===== src/rtl/dabble_bcd_encoder.sv =====
// Sequential shift-and-add-3 binary-to-BCD converter, one input bit per clock.
// Results and overflow stay stable between conversions; done pulses on each completion.
module dabble_bcd_encoder #(
  parameter int WIDTH  = 8,
  parameter int DIGITS = 3
) (
  input  logic                  clk,
  input  logic                  rst,
  input  logic                  start,
  input  logic [WIDTH-1:0]      bin,
  output logic                  busy,
  output logic                  done,
  output logic [4*DIGITS-1:0]   bcd,
  output logic                  overflow
);

  localparam int CW = $clog2(WIDTH + 1);
  localparam int AW = 4 * DIGITS;
  localparam logic [CW-1:0] LAST = CW'(WIDTH - 1);

  localparam logic [0:0] S_IDLE  = 1'b0;
  localparam logic [0:0] S_SHIFT = 1'b1;

  logic [0:0]       state_q, state_d;
  logic [WIDTH-1:0] src_q, src_d;
  logic [AW-1:0]    acc_q, acc_d;
  logic [CW-1:0]    cnt_q, cnt_d;
  logic             sticky_q, sticky_d;
  logic [AW-1:0]    bcd_q, bcd_d;
  logic             ovf_q, ovf_d;
  logic             done_q, done_d;

  logic [AW-1:0]    adj;
  logic [AW-1:0]    acc_sh;
  logic             out_bit;

  always_comb begin
    // Digits are corrected independently; no carry crosses a digit boundary.
    adj = acc_q;
    for (int i = 0; i < DIGITS; i++) begin
      if (acc_q[4*i +: 4] >= 4'd5) begin
        adj[4*i +: 4] = acc_q[4*i +: 4] + 4'd3;
      end
    end
    acc_sh  = {adj[AW-2:0], src_q[WIDTH-1]};
    out_bit = adj[AW-1];

    state_d  = state_q;
    src_d    = src_q;
    acc_d    = acc_q;
    cnt_d    = cnt_q;
    sticky_d = sticky_q;
    bcd_d    = bcd_q;
    ovf_d    = ovf_q;
    done_d   = 1'b0;

    case (state_q)
      S_IDLE: begin
        if (start) begin
          src_d    = bin;
          acc_d    = '0;
          sticky_d = 1'b0;
          cnt_d    = '0;
          state_d  = S_SHIFT;
        end
      end
      default: begin
        src_d    = src_q << 1;
        acc_d    = acc_sh;
        sticky_d = sticky_q | out_bit;
        cnt_d    = cnt_q + 1'b1;
        if (cnt_q == LAST) begin
          bcd_d   = acc_sh;
          ovf_d   = sticky_q | out_bit;
          done_d  = 1'b1;
          state_d = S_IDLE;
        end
      end
    endcase
  end

  always_ff @(posedge clk or posedge rst) begin
    if (rst) begin
      state_q  <= S_IDLE;
      src_q    <= '0;
      acc_q    <= '0;
      cnt_q    <= '0;
      sticky_q <= 1'b0;
      bcd_q    <= '0;
      ovf_q    <= 1'b0;
      done_q   <= 1'b0;
    end else begin
      state_q  <= state_d;
      src_q    <= src_d;
      acc_q    <= acc_d;
      cnt_q    <= cnt_d;
      sticky_q <= sticky_d;
      bcd_q    <= bcd_d;
      ovf_q    <= ovf_d;
      done_q   <= done_d;
    end
  end

  assign busy     = (state_q == S_SHIFT);
  assign done     = done_q;
  assign bcd      = bcd_q;
  assign overflow = ovf_q;

endmodule


===== config.mk =====
export PLATFORM = sky130hd
export DESIGN_NAME = dabble_bcd_encoder
export DESIGN_NICKNAME = d
export VERILOG_FILES = /design/src/rtl/dabble_bcd_encoder.sv
export SDC_FILE = /design/constraint.sdc
export NUM_CORES = 1
export LEC_CHECK = 0
export CORE_MARGIN = 3
export CORE_UTILIZATION = 50
export CTS_BUF_LIST = sky130_fd_sc_hd__clkbuf_16
export DETAILED_ROUTE_END_ITERATION = 16
export GPL_TIMING_DRIVEN = 0
export PLACE_DENSITY = 0.74
export RECOVER_POWER = 25
export REMOVE_ABC_BUFFERS = 1
export SLEW_MARGIN = 20
export SYNTH_ARGS = -nofsm -noshare
export SYNTH_HDL_FRONTEND = slang
export SYNTH_SLANG_ARGS = --single-unit

===== constraint.sdc =====
create_clock -name clk -period 1.8 [get_ports clk]
set_clock_uncertainty 0.05 [all_clocks]
set_input_delay 0.45 -clock clk [delete_from_list [all_inputs] [get_ports clk]]
set_output_delay 0.45 -clock clk [all_outputs]
set_load 0.02 [all_outputs]

== Word level (Yosys, flattened, before mapping) ==
Index checks and enable logic that the tools add are counted.

* Add/subtract/negate cells: 4
* $lt $le $gt $ge: 3
* Eq/ne operators: 1
* Mux-type cells: 16
* Bitwise operators: 1
* Reduce and logical (&&, ||, !) cells: 2

{| class="wikitable"
|+ Operator list
! cell !! number
|-
| 12-bit two-way mux || 2
|-
| 4-bit two-way mux || 5
|-
| 8-bit two-way mux || 2
|-
| 4-bit by 2-bit adder with 4-bit output, second input constant || 3
|-
| 4-bit by 3-bit >= comparator with 1-bit output, second input constant || 3
|-
| 1-bit two-way mux || 7
|-
| 4-bit by 1-bit adder with 4-bit output, second input constant || 1
|-
| 4-bit by 3-bit == test with 1-bit output, second input constant || 1
|-
| 2-bit AND reduction || 1
|-
| 2-bit nonzero test || 1
|-
| 1-bit OR || 1
|}

* Register bits after elaboration: 40
* Input port bits: 11
* Logic and storage cells: 35

== Depth between registers and ports, before layout ==
* Word-level depth: 4
* Gate-level depth with buffers: 6
* Gate-level depth less buffers: 6

== Worst setup path before layout ==
OpenSTA, ideal clock, no wires.

* Path kind: register to register
* Start point: reg acc_q[8]
* End point: reg acc_q[10]
* Library setup time: 0.079 ns
* Arrival time: 1.401 ns
* Slack: 0.269 ns
* Cell stages (with the launch flop): 7
* Period minus slack after synthesis: 1.531 ns
* Path through: dfrtp_1 > inv_1 > ha_1 > nand2b_1 > a21oi_2 > mux2_2 > mux2i_1

* Cells in the longest elaborated chain, start to end: 3

{| class="wikitable"
|+ Ends and longest elaborated chain
! what !! RTL line !! RTL
|-
| start, declared || 26 || <nowiki>logic [AW-1:0] acc_q, acc_d;</nowiki>
|-
| start signal, assigned || 86 || <nowiki>acc_q <= '0;</nowiki>
|-
| start signal, assigned || 95 || <nowiki>acc_q <= acc_d;</nowiki>
|-
| 4-bit by 2-bit adder with 4-bit output / 4-bit by 3-bit >= comparator with 1-bit output (equally long branches) || 42, 41 ||
|-
| 4-bit two-way mux * || 41 || <nowiki>if (acc_q[4*i +: 4] >= 4'd5) begin</nowiki>
|-
| 12-bit two-way mux * || 57 || <nowiki>case (state_q)</nowiki>
|}

Mark *: on every way between the ends. The rest lies on a longest branch, timed or not.
A chain may end at the register's enable or synchronous reset.

== Worst setup path after layout ==
* Start point: reg ovf_q, in the netlist overflow
* End point: out overflow

{| class="wikitable"
|+ RTL lines
! what !! RTL line !! RTL
|-
| start, declared || 30 || <nowiki>logic ovf_q, ovf_d;</nowiki>
|-
| start signal, assigned || 99 || <nowiki>ovf_q <= ovf_d;</nowiki>
|-
| end, declared || 14 || <nowiki>output logic overflow</nowiki>
|}

No word-level cell between the ends.

==> metrics.txt <==
# TYPE chip_impl_metric gauge
chip_impl_info{name="outcome",value="complete, no violations"} 1
chip_impl_info{name="timing.critical_path.from_type",value="flop"} 1
chip_impl_info{name="holdPathEnd",value="bcd[9]$_DFFE_PP0P_"} 1
chip_impl_metric{name="synth_mux_area_frac",unit=""} 0.124
chip_impl_metric{name="clock_power_share",unit=""} 0.183
chip_impl_metric{name="core_area",unit="mm^2"} 0.00352
chip_impl_metric{name="detailed_place_hpwl",unit="um"} 2440
chip_impl_metric{name="starting_density",unit=""} 0.550
chip_impl_metric{name="clock.fmax",unit="MHz"} 570
chip_impl_metric{name="area_growth_from_synthesis_to_final_layout",unit="%"} 22.9
chip_impl_metric{name="worstSkewPairLatency",unit="ps"} 280
chip_impl_metric{name="synth_cell_type_count",unit=""} 28
chip_impl_metric{name="critPathBufInv",unit=""} 1
chip_impl_metric{name="rows",unit=""} 21
chip_impl_info{name="clk_root_buffer_cell",value="sky130_fd_sc_hd__clkbuf_16"} 1
chip_impl_metric{name="timing.hold.ws",unit="ps"} 431
chip_impl_metric{name="routabilityCongestion",unit=""} 0.704
chip_impl_metric{name="post_synth_fa_ha_maj_area_fraction",unit=""} 0.0452
chip_impl_metric{name="pwr_density_cell",unit="mW/mm^2"} 1880
chip_impl_metric{name="synth.top_cell.area_share",unit=""} 0.517
chip_impl_metric{name="n_antenna_cell",unit=""} 0
chip_impl_metric{name="route.vias.total",unit=""} 1378
chip_impl_metric{name="power.internal",unit="W"} 0.00275
chip_impl_metric{name="cts.sinks",unit=""} 40
chip_impl_metric{name="swShare",unit=""} 0.384
chip_impl_info{name="path_cells",value="clkdlybuf4s50_1"} 1
chip_impl_info{name="crit_path_end_kind",value="output port"} 1
chip_impl_metric{name="grt_max_degree",unit=""} 34
chip_impl_info{name="hold_path.class",value="flop to flop"} 1
chip_impl_metric{name="postRouteAntennaNets",unit=""} 0
chip_impl_metric{name="drt-pass1-iter-count",unit=""} 4
chip_impl_info{name="synth_top_family_by_area",value="simple AND/OR/NAND/NOR gates"} 1
chip_impl_metric{name="synth_simple_gate_area_share",unit=""} 0.143
chip_impl_metric{name="max-vdd-ir-drop",unit="mV"} 0.895
chip_impl_metric{name="fin_tns_setup",unit="ps"} 0
chip_impl_metric{name="die_area",unit="mm^2"} 0.00465
chip_impl_info{name="hold_path_startpoint",value="bcd[9]$_DFFE_PP0P_"} 1
chip_impl_metric{name="tightest_slew",unit="ps"} 521
chip_impl_info{name="most-common-layout-cells",value="39 x sky130_fd_sc_hd__dfrtp_1, 22 x sky130_fd_sc_hd__nand2_1, 22 x sky130_fd_sc_hd__clkdlybuf4s50_1"} 1
chip_impl_metric{name="timing.reg2reg.setup_slack",unit="ps"} 130
chip_impl_metric{name="detail_route.vias_per_cell",unit=""} 5.38
chip_impl_metric{name="slew_headroom",unit=""} 0.653
chip_impl_metric{name="grt_first_pass_wirelength",unit="um"} 6710
chip_impl_metric{name="routed_wl",unit="um"} 3770
chip_impl_metric{name="synth-xor-area-share",unit=""} 0.0181
chip_impl_info{name="cpMaxStageDelayCell",value="sky130_fd_sc_hd__clkdlybuf4s50_1"} 1
chip_impl_metric{name="total_switching_power",unit="W"} 0.00172
chip_impl_metric{name="path_max_fanout",unit=""} 2
chip_impl_metric{name="dieWidth",unit="um"} 68.2
chip_impl_metric{name="grt_pass1_vias",unit=""} 1493
chip_impl_metric{name="max_cap_viol_count",unit=""} 0
chip_impl_info{name="crit-reg2reg-launch",value="acc_q[0]$_DFFE_PP0P_"} 1
chip_impl_metric{name="layoutNonFillerInstCount",unit=""} 256
chip_impl_metric{name="postLayoutCoreUtil",unit=""} 0.676
chip_impl_metric{name="final_max_slew_viol_count",unit=""} 0
chip_impl_metric{name="placed_cells_incl_taps",unit=""} 246
chip_impl_metric{name="htree_levels",unit=""} 2
chip_impl_metric{name="path_clk_slew",unit="ps"} 60
chip_impl_metric{name="grt_antenna_before_repair",unit=""} 0
chip_impl_info{name="timing.rr.end",value="acc_q[2]$_DFFE_PP0P_"} 1
chip_impl_metric{name="remaining_design_rule_violation_count",unit=""} 0
chip_impl_metric{name="cts_hold_repair.buffers",unit=""} 0
chip_impl_metric{name="syn-mean-instance-area",unit="um^2"} 10.6
chip_impl_info{name="synth.largest_area_cell",value="sky130_fd_sc_hd__dfrtp_1"} 1
chip_impl_info{name="worst_path_dominant_cell_family",value="buffers and inverters"} 1
chip_impl_metric{name="final_period_minus_worst_setup_slack",unit="ps"} 1760
chip_impl_metric{name="worst_hold_path.num_cells",unit=""} 2
chip_impl_metric{name="power_frac_comb",unit=""} 0.448
chip_impl_metric{name="fin_nets",unit=""} 227
chip_impl_metric{name="portBuffers",unit=""} 25
chip_impl_metric{name="worst_r2r_path_depth",unit=""} 6
chip_impl_info{name="synth_top_cells_by_area",value="sky130_fd_sc_hd__dfrtp_1 52%, sky130_fd_sc_hd__mux2i_1 9.3%, sky130_fd_sc_hd__ha_1 4.5%"} 1
chip_impl_metric{name="syn_inst",unit=""} 182
chip_impl_info{name="clock_tree_from_tritoncts",value="done"} 1
chip_impl_metric{name="grt_util_all_layers",unit=""} 0.200
chip_impl_metric{name="finalSetupViolations",unit=""} 0
chip_impl_info{name="top_layer",value="met4"} 1
chip_impl_metric{name="die_height",unit="um"} 68.2
chip_impl_metric{name="met2_length",unit="um"} 1850
chip_impl_metric{name="critPathMaxStageDelay",unit="ps"} 610
chip_impl_metric{name="layout_worst_path_cycle_share",unit=""} 0.975
chip_impl_metric{name="boundary_pins",unit=""} 26
chip_impl_metric{name="arrival_worst_endpoint",unit="ps"} 1260
chip_impl_metric{name="number_of_register_bits_inferred_by_synthesis",unit=""} 40
chip_impl_metric{name="total_length_of_routed_met3_wires",unit="um"} 147
chip_impl_metric{name="overflow",unit=""} 0
chip_impl_info{name="setup.worst_path.class",value="flop to output port"} 1
chip_impl_metric{name="post_synthesis_sequential_area_ratio",unit=""} 0.517
chip_impl_metric{name="share_seq_of_total_power",unit=""} 0.368
chip_impl_metric{name="critical_path_required",unit="ps"} 1300
chip_impl_metric{name="final_layout_size_suffix_gt1_frac",unit=""} 0.100
chip_impl_metric{name="synth_compound_area_frac",unit=""} 0.109
chip_impl_metric{name="post_synth_instance_area",unit="mm^2"} 0.00194
chip_impl_metric{name="power.total",unit="W"} 0.00447
chip_impl_metric{name="clock_tree.buffer_depth",unit=""} 2
chip_impl_metric{name="timing_hold_violations_final",unit=""} 0
chip_impl_metric{name="cts_buffers",unit=""} 5
chip_impl_info{name="layout.cells.most_common",value="sky130_fd_sc_hd__dfrtp_1"} 1
chip_impl_metric{name="initialDrtViolationCount",unit=""} 62
chip_impl_metric{name="wl_per_cell",unit="um"} 14.7
chip_impl_info{name="unrepaired_setup_endpoints_after_global_routing",value="no"} 1
chip_impl_metric{name="drt-met1-wl",unit="um"} 1690
chip_impl_metric{name="yosysWarnings",unit=""} 0
chip_impl_metric{name="cellLeakagePower",unit="nW"} 1.12
[per-layer routing]
metal | global-route usage | vias up
met4 | 0.0993 | 0
met1 | 0.238 | 675
met3 | 0.0493 | 7
met2 | 0.335 | 26
met5 | 0 | -
li1 | - | 670
[registers in the layout (all words and copies together), names as in the netlist]
signal and count:
acc_q 12, bcd 12, busy 1, cnt_q 4, done 1, overflow 1
src_q 8, sticky_q 1
[area by class of cell]
| class | instances | area, um^2 |
|---|---|---|
| clock inverter | 3 | 11.3 |
| timing repair buffer | 28 | 283 |
| tap | 46 | 57.6 |
| sequential | 40 | 1000 |
| clock buffer | 5 | 125 |
| inverter | 10 | 37.5 |
| multi-input combinational | 124 | 860 |
| fill | 277 | 1140 |
[worst max path at each step]
stage	depth (start not counted)	slack [ps]	start	endpoint
after floorplan	3	-260	busy$_DFF_PP0_	bcd[0]$_DFFE_PP0P_
final	1	40	overflow$_DFFE_PP0P_	overflow
after global routing	6	6	acc_q[0]$_DFFE_PP0P_	acc_q[2]$_DFFE_PP0P_
after CTS	1	30	overflow$_DFFE_PP0P_	overflow
after detailed placement	3	-500	start	cnt_q[0]$_DFFE_PP0P_
after global placement	1	-680	busy$_DFF_PP0_	busy
[power groups by stage]
| stage | combinational (W) | sequential, W | clock (W) |
|---|---|---|---|
| after floorplan | 0.00115 | 0.00179 | 0 |
| after global placement | 0.00176 | 0.00169 | 0 |
| after CTS | 0.00201 | 0.00165 | 0.000837 |
| after global routing | 0.00227 | 0.00171 | 0.000873 |
| final | 0.00201 | 0.00165 | 0.000821 |
| after detailed placement | 0.00187 | 0.00173 | 0 |
[cells by family (layout without fill, tap and decap cells)]
group / Yosys count / after routing
AO/OA/AOI/OAI: 39 / 39
XOR/XNOR: 4 / 4
adder cells (fa/ha/maj): 7 / 7
AND/OR/NAND/NOR: 51 / 51
flip-flops: 40 / 40
multiplexers: 23 / 23
buffers and inverters: 18 / 46
[repair_timing]
action,4_1_cts,5_1_grt
resized for setup,3,5
buffers inserted,2,0
pin swaps,0,0
setup endpoints to repair,15,7
[Yosys cell counts, drive strengths merged]
| cell type | n |
|---|---|
| ha | 7 |
| nand2b | 14 |
| and2b | 1 |
| a22o | 1 |
| nor3b | 7 |
| inv | 10 |
| mux2i | 18 |
| nand2 | 22 |
| nor2 | 4 |
| o31ai | 1 |
| a21oi | 9 |
| nand4 | 1 |
| clkbuf | 3 |
| xor2 | 1 |
| a2bb2oi | 1 |
| buf | 5 |
| nand3 | 2 |
| dfrtp | 40 |
| o21ai | 26 |
| mux2 | 5 |
| a31oi | 1 |
| xnor2 | 3 |
[stage by stage]
stage | cell area, um^2 | setup WS, ps
after detailed placement | 2220 | -498
after global placement | 2200 | -682
after global routing | 2380 | 6.25
after floorplan | 1890 | -256
final | 2380 | 44.4
after CTS | 2370 | 31.1
No activity file was read; power rests on OpenSTA's default activity.
